File: src/rtl/itcm_port_arbiter_pkg.sv
// Shared types for the ITCM port arbiter: response-owner encoding and
// starvation counter sizing.
package itcm_port_arbiter_pkg;

    typedef enum logic [1:0] {
        OWN_NONE = 2'd0,
        OWN_IF   = 2'd1,
        OWN_DS   = 2'd2,
        OWN_DBG  = 2'd3
    } owner_e;

    localparam int unsigned STARVE_CW = 4;
    localparam logic [3:0]  BE_FULL   = 4'hF;

endpackage

File: src/rtl/itcm_starve_cnt.sv
// Saturating counter tracking consecutive cycles the data side was denied.
module itcm_starve_cnt
    import itcm_port_arbiter_pkg::*;
#(
    parameter int unsigned LIMIT = 4
) (
    input  logic cpu_clk,
    input  logic cpu_rstn,
    input  logic inc,
    input  logic clr,
    output logic full
);

    logic [STARVE_CW-1:0] cnt;

    always_ff @(posedge cpu_clk or negedge cpu_rstn) begin
        if (!cpu_rstn) begin
            cnt <= '0;
        end else if (clr) begin
            cnt <= '0;
        end else if (inc && (cnt != STARVE_CW'(LIMIT))) begin
            cnt <= cnt + 1'b1;
        end
    end

    assign full = (cnt == STARVE_CW'(LIMIT));

endmodule

File: src/rtl/itcm_port_arbiter.sv
// Arbitrates IF, DS and DBG onto the single-port ITCM SRAM and routes each
// one-cycle read response back to the requester that issued it.
module itcm_port_arbiter
    import itcm_port_arbiter_pkg::*;
#(
    parameter int unsigned ADDR_WIDTH   = 32,
    parameter int unsigned DATA_WIDTH   = 32,
    parameter int unsigned MEM_AW       = 14,
    parameter int unsigned STARVE_LIMIT = 4
) (
    input  logic                  cpu_clk,
    input  logic                  cpu_rstn,
    input  logic                  if_req,
    input  logic [ADDR_WIDTH-1:0] if_addr,
    input  logic                  if_flush,
    output logic                  if_gnt,
    output logic                  if_rvalid,
    output logic [DATA_WIDTH-1:0] if_rdata,
    input  logic                  ds_req,
    input  logic                  ds_we,
    input  logic [3:0]            ds_be,
    input  logic [ADDR_WIDTH-1:0] ds_addr,
    input  logic [DATA_WIDTH-1:0] ds_wdata,
    output logic                  ds_gnt,
    output logic                  ds_rvalid,
    output logic [DATA_WIDTH-1:0] ds_rdata,
    input  logic                  dbg_req,
    input  logic                  dbg_we,
    input  logic [ADDR_WIDTH-1:0] dbg_addr,
    input  logic [DATA_WIDTH-1:0] dbg_wdata,
    output logic                  dbg_gnt,
    output logic                  dbg_rvalid,
    output logic [DATA_WIDTH-1:0] dbg_rdata,
    output logic                  mem_cs,
    output logic                  mem_we,
    output logic [3:0]            mem_be,
    output logic [MEM_AW-1:0]     mem_addr,
    output logic [DATA_WIDTH-1:0] mem_wdata,
    input  logic [DATA_WIDTH-1:0] mem_rdata
);

    owner_e owner;
    owner_e owner_nxt;
    logic   starve_full;

    // Byte-offset and out-of-ITCM address bits are resolved upstream.
    logic unused_addr_bits;
    assign unused_addr_bits = ^{if_addr[1:0],  if_addr[ADDR_WIDTH-1:MEM_AW+2],
                                ds_addr[1:0],  ds_addr[ADDR_WIDTH-1:MEM_AW+2],
                                dbg_addr[1:0], dbg_addr[ADDR_WIDTH-1:MEM_AW+2]};

    itcm_starve_cnt #(
        .LIMIT (STARVE_LIMIT)
    ) u_starve_cnt (
        .cpu_clk  (cpu_clk),
        .cpu_rstn (cpu_rstn),
        .inc      (ds_req && !ds_gnt && !dbg_gnt),
        .clr      (ds_gnt),
        .full     (starve_full)
    );

    // Grants are gated by reset so nothing reaches the SRAM while held in reset.
    always_comb begin
        if_gnt  = 1'b0;
        ds_gnt  = 1'b0;
        dbg_gnt = 1'b0;
        if (cpu_rstn) begin
            if (dbg_req)                    dbg_gnt = 1'b1;
            else if (ds_req && starve_full) ds_gnt  = 1'b1;
            else if (if_req)                if_gnt  = 1'b1;
            else if (ds_req)                ds_gnt  = 1'b1;
        end
    end

    always_comb begin
        mem_cs    = if_gnt | ds_gnt | dbg_gnt;
        mem_we    = 1'b0;
        mem_be    = '0;
        mem_addr  = '0;
        mem_wdata = '0;
        owner_nxt = OWN_NONE;
        if (dbg_gnt) begin
            mem_we    = dbg_we;
            mem_be    = BE_FULL;
            mem_addr  = dbg_addr[MEM_AW+1:2];
            mem_wdata = dbg_wdata;
            owner_nxt = dbg_we ? OWN_NONE : OWN_DBG;
        end else if (ds_gnt) begin
            mem_we    = ds_we;
            mem_be    = ds_be;
            mem_addr  = ds_addr[MEM_AW+1:2];
            mem_wdata = ds_wdata;
            owner_nxt = ds_we ? OWN_NONE : OWN_DS;
        end else if (if_gnt) begin
            mem_be    = BE_FULL;
            mem_addr  = if_addr[MEM_AW+1:2];
            owner_nxt = OWN_IF;
        end
    end

    always_ff @(posedge cpu_clk or negedge cpu_rstn) begin
        if (!cpu_rstn) owner <= OWN_NONE;
        else           owner <= owner_nxt;
    end

    always_comb begin
        if_rvalid  = (owner == OWN_IF) && !if_flush;
        ds_rvalid  = (owner == OWN_DS);
        dbg_rvalid = (owner == OWN_DBG);
        if_rdata   = (owner == OWN_IF)  ? mem_rdata : '0;
        ds_rdata   = (owner == OWN_DS)  ? mem_rdata : '0;
        dbg_rdata  = (owner == OWN_DBG) ? mem_rdata : '0;
    end

endmodule

File: config.mk
export PLATFORM = sky130hd
export DESIGN_NAME = itcm_port_arbiter
export DESIGN_NICKNAME = d
export VERILOG_FILES = /design/src/rtl/itcm_port_arbiter_pkg.sv /design/src/rtl/itcm_starve_cnt.sv /design/src/rtl/itcm_port_arbiter.sv
export SDC_FILE = /design/constraint.sdc
export NUM_CORES = 1
export LEC_CHECK = 0
export ABC_AREA = 1
export BUFFER_PORTS_ARGS = -buffer_cell sky130_fd_sc_hd__buf_2
export CAP_MARGIN = 20
export CORE_AREA = 2 2 140 142
export DETAILED_ROUTE_END_ITERATION = 16
export DIE_AREA = 0 0 142 144
export PLACE_DENSITY = 0.36
export REMOVE_ABC_BUFFERS = 1
export SLEW_MARGIN = 10
export SYNTH_ARGS = -nofsm -noshare
export SYNTH_HDL_FRONTEND = slang
export SYNTH_SLANG_ARGS = --single-unit
File: constraint.sdc
create_clock -name cpu_clk -period 4.1 [get_ports cpu_clk]
set_input_delay 0.615 -clock cpu_clk [delete_from_list [all_inputs] [get_ports cpu_clk]]
set_output_delay 0.615 -clock cpu_clk [all_outputs]
set_load 0.02 [all_outputs]
Word-level counts from Yosys, hierarchy flattened
Index checks and enable logic that the tools add are counted.
W data, S select, Z words.
- output and inout port bits: 154
- input bits: 204
- logic and storage cells: 50
- bits in registers: 6
- bitwise logic cells: 2
- add/sub/neg operators: 1
- muxes and demuxes: 31
- eq/ne operators: 5
- reduce and logical (&&, ||, !) cells: 9
- operators with widths (cell ; number):
    $mux W32 ; 5
    $mux W14 ; 3
    $mux W4 ; 5
    $mux W1 ; 14
    $mux W2 ; 4
    $logic_and A1 B1 Y1 ; 5
    $add A4 B1 Y4 const B ; 1
    $eq A2 B2 Y1 const B ; 2
    $eq A4 B3 Y1 const B ; 1
    $ne A4 B3 Y1 const B ; 1
    $logic_not A1 Y1 ; 3
    $eq A2 B1 Y1 const B ; 1
    $or A1 B1 Y1 ; 2
    $reduce_bool A2 Y1 ; 1

Logic depth before layout (Yosys ltp)
- depth in word-level cells: 11
- depth in mapped cells: 10

Modules after synthesis
Synthesis repeated with hierarchy kept, for this count alone.
- cell total of the unflattened synthesis: 379
- area, all modules: 1774.2 um^2
- modules (own cells, without submodules) (module ; sequential area each (um^2) ; cells each ; area each (um^2) ; times used):
    itcm_port_arbiter ; 50.0 ; 347 ; 1521.5 ; 1
    itcm_starve_cnt ; 100.1 ; 32 ; 252.7 ; 1

Least setup slack after synthesis
Ideal clock, no wire load.
- path type: input-to-output
- start: in cpu_rstn
- end: out mem_wdata[22]
- data arrival time: 1.518 ns
- path slack: 1.967 ns
- stages: 5
- buffers on the path: 1
- cells stage by stage: nand2_1 -> inv_1 -> clkbuf_1 -> nand2_1 -> nand2_1
- RTL lines (what ; RTL line ; RTL):
    from (decl) ; itcm_port_arbiter.sv:12 ; input logic cpu_rstn,
    $mux W1 ; itcm_port_arbiter.sv:67 ; if (cpu_rstn) begin
    net dbg_gnt ; itcm_port_arbiter.sv:31 ; output logic dbg_gnt,
    $mux W32 ; itcm_port_arbiter.sv:82 ; if (dbg_gnt) begin
    to (decl) ; itcm_port_arbiter.sv:38 ; output logic [DATA_WIDTH-1:0] mem_wdata,
The timed path passes the listed nets, and every way through them passes these cells.

Worst setup path after layout
- start: reg u_starve_cnt.cnt[0]
- end: out mem_wdata[16]
- word-level cells in the longest chain between the ends: 7
- ends and longest elaborated chain (what ; RTL line ; RTL):
    from (decl) ; itcm_starve_cnt.sv:14 ; logic [STARVE_CW-1:0] cnt;
    from (signal assigned) ; itcm_starve_cnt.sv:22 ; cnt <= cnt + 1'b1;
    $eq A4 B3 Y1 ; itcm_starve_cnt.sv:26 ; assign full = (cnt == STARVE_CW'(LIMIT));
    $logic_and A1 B1 Y1 ; itcm_port_arbiter.sv:69 ; else if (ds_req && starve_full) ds_gnt = 1'b1;
    $mux W1 ; itcm_port_arbiter.sv:69 ;
    $mux W1 ; itcm_port_arbiter.sv:68 ; if (dbg_req) dbg_gnt = 1'b1;
    $mux W1 ; itcm_port_arbiter.sv:67 ;
    $mux W32 ; itcm_port_arbiter.sv:88 ; end else if (ds_gnt) begin
    $mux W32 ; itcm_port_arbiter.sv:82 ;
No other way between the ends.

==> key figures <==
Power and ir drop
  – Worst IR Drop VDD: 108 uV
  – Combinational share of power: 63.3%
  – Part of the power in registers: 14.3%
  – Static Leakage: 2.52 nW
  – Clock share of power: 22.3%
  – Sw power: 0.342 mW
  – Sw Ratio: 48.5%
  – Power Internal: 0.363 mW
  – Pwr Density: 199 nW/um^2

CTS
  – H-Tree Level Count: 1
  – Clk slew on worst S/H paths: 0.03 ns
  – CTS tree: done
  – Post-CTS Setup Bufs: 0
  – Post-cts resize count: 0
  – Clock root buffer: clkbuf_16
  – Total CTS buffers: 3
  – Clock Latency Late Sink: 0.23 ns
  – CTS Hold Buffers Added: 0
  – Clk sink count: 6
  – CTS Buffer Depth: 2

Timing
  – Clock skew: 0.00151 ns
  – Slew Viols, Final: 0
  – Setup TNS: 0 ns
  – Worst slew pin tran: 1.03 ns
  – Endpoints failing setup: 0
  – Unrepaired setup endpoints after global routing: false
  – Slew HR: 31.2%
  – Final hold violations: 0
  – Peak Freq: 324 MHz
  – Period minus WS final: 3.08 ns
  – Final worst path period share: 75.2%

Logic synthesis
  – Syn Inst Count: 377
  – Async set-reset flop share out of synthesis: 100%
  – Fraction of the mapped netlist area in adder cells: 1.45%
  – Xor/xnor share of the synthesized area: 0%
  – Most frequent cell after synthesis: nand2_1
  – Main combinational cell family by area after synthesis: simple AND/OR/NAND/NOR gates
  – Yosys reg bits: 6
  – Yosys Warn Count: 0
  – Top cell type's share of synthesized area: 26.8%
  – Synthesized area: 1730 um^2
  – Synth area leaders: nand2_1 (27%), nor2_1 (24%), nand3_1 (14%)
  – Post-synth EDFFs: 0
  – Compound-cell area share of the yosys netlist: 1.23%
  – Largest area contributor in the netlist: nand2_1
  – Syn_area_per_cell: 4.58 um^2
  – Mux cell area share after synthesis: 0%
  – Top_reg_cell synth: dfrtp_1
  – Post-Synth Simple-Gate Area: 70.8%
  – Register area share after synthesis: 8.70%
  – Synth unique cells: 17
  – Top cells by count, synth: nand2_1 (123), nor2_1 (109), nand3_1 (49), inv_1 (46), clkbuf_1 (14)

Worst setup path
  – CP Launch Type: flip-flop
  – Reg2Reg Depth: 7
  – Worst setup EP type: primary output
  – Slowest CP cell: inv_2
  – Reg-to-Reg Start: u_starve_cnt.cnt[0]$_DFFE_PN0P_
  – Worst path bufs/invs: 3
  – Max stage delay on crit path: 0.58 ns
  – Reg2Reg Capture Point: u_starve_cnt.cnt[0]$_DFFE_PN0P_
  – Top delay family on crit path: buffers and inverters
  – Register-to-register setup slack: 2.60 ns
  – Worst endpoint data arrival time: 2.47 ns
  – Crit-path max FO: 38
  – Worst-path cell chain: inv_1 -> ha_1 -> nand3_2 -> nand2_4 -> nand2_4 -> inv_2 -> nand2_1 -> nand2_1 -> buf_2
  – CP Launch Point: u_starve_cnt.cnt[0]$_DFFE_PN0P_
  – Critical path class: reg -> out
  – CP required: 3.48 ns

Layout
  – Final Instance Area: 3540 um^2
  – Filler cells: 2260
  – Nets: 875
  – Syn-to-layout area delta: 105%
  – Layout cells sized above 1: 49.3%

Route
  – Via density: 3.67
  – Drt drc: 0
  – Post-route ant nets: 0
  – Routed WL: 12400 um
  – DRT iter0 DRCs: 99
  – Via count: 3333
  – Router iterations before antenna repair: 4
  – Drt wl/cell: 13.6 um

Job
  – MaxCap Viol Count: 0

Floorplan
  – Core area: 19100 um^2
  – Die span in x: 142 um
  – Die Ht: 144 um
  – I/O pins: 358
  – Die Area: 20400 um^2
  – Initial Util: 9.04%
  – Number of core rows: 51

Placed design
  – Gpl congestion: 0.749
  – DP HPWL: 10300 um
  – IO Port Bufs: 303
  – Placed Area: 3460 um^2

Global routing
  – First-pass GRT wire length: 16500 um
  – Total GRT Usage: 10.6%
  – Largest net degree at the start of global routing: 50
  – Global route overflow: 0
  – Initial antenna violation count: 3
  – Vias in the first global route: 2927

Hold path
  – Hold crit path type: in -> async

Run status
  – Status: finished clean
layout by cell type, fill, tap and decap left out:
cell	n
clkbuf_16	3
nor2_4	1
nand3_1	49
nand2_2	10
buf_4	6
diode_2	3
nor2_2	1
ha_1	2
nor2_1	108
o22ai_1	1
nand3_2	1
inv_1	45
dfrtp_1	6
inv_2	2
nand2_1	123
o21ai_0	3
clkinv_1	1
nand2_4	2
buf_2	303
power by group through the flow:
stage	Clock [mW]	Combinational, mW	Sequential (mW)
6_report	0.158	0.447	0.101
5_1_grt	0.167	0.500	0.107
4_1_cts	0.161	0.456	0.102
3_5_place_dp	0	0.455	0.102
3_3_place_gp	0	0.457	0.103
2_1_floorplan	0	0.249	0.0966
metrics by stage:
stage	setup WS, ns	cells	hold WS [ns]	util [%]	power, mW
after floorplan	1.59	355	0.319	-	0.346
after global placement	1.19	902	0.472	18.1	0.560
after detailed placement	1.21	902	0.472	18.1	0.557
after CTS	0.957	905	0.233	18.5	0.718
after global routing	0.806	906	0.233	18.5	0.774
final	1.02	908	0.232	18.6	0.706
state kept, by name (all words and copies together), names as in the netlist:
| signal | cells |
|---|---|
| u_starve_cnt.cnt | 4 |
| owner | 2 |
routing by layer:
layer	part of all wire [%]	vias to the layer above	GRT usage, %
li1	-	1705	-
met1	43	1404	12.8
met2	48	218	19.5
met3	7.9	6	2.25
met4	1.3	0	2.37
met5	0	-	0
cell type report:
class | instances | area [um^2] | share of cell area (%)
Tap cell | 238 | 298 | 8.40
Multi-Input combinational cell | 301 | 1270 | 35.9
Timing Repair Buffer | 309 | 1560 | 44.1
Inverter | 48 | 180 | 5.08
Sequential cell | 6 | 150 | 4.24
Antenna cell | 3 | 7.51 | 0.212
Clock buffer | 3 | 75.1 | 2.12
worst max path at each step:
stage,endpoint,slack [ns],cells after the start
after floorplan,mem_be[2],1.59,7
after global placement,mem_wdata[16],1.19,9
after detailed placement,mem_wdata[16],1.21,9
after CTS,mem_wdata[16],0.96,9
after global routing,mem_wdata[16],0.81,9
final,mem_wdata[16],1.02,9
kinds of logic (layout without fill, tap and decap cells):
family / after synthesis / in the layout
and+or+nand+nor: 295 / 295
buffers and inverters: 70 / 360
DFF: 6 / 6
AOI/OAI and AO/OA: 4 / 4
adders and majority gates: 2 / 2
other: 0 / 3
(Power assumes the default switching activity.)
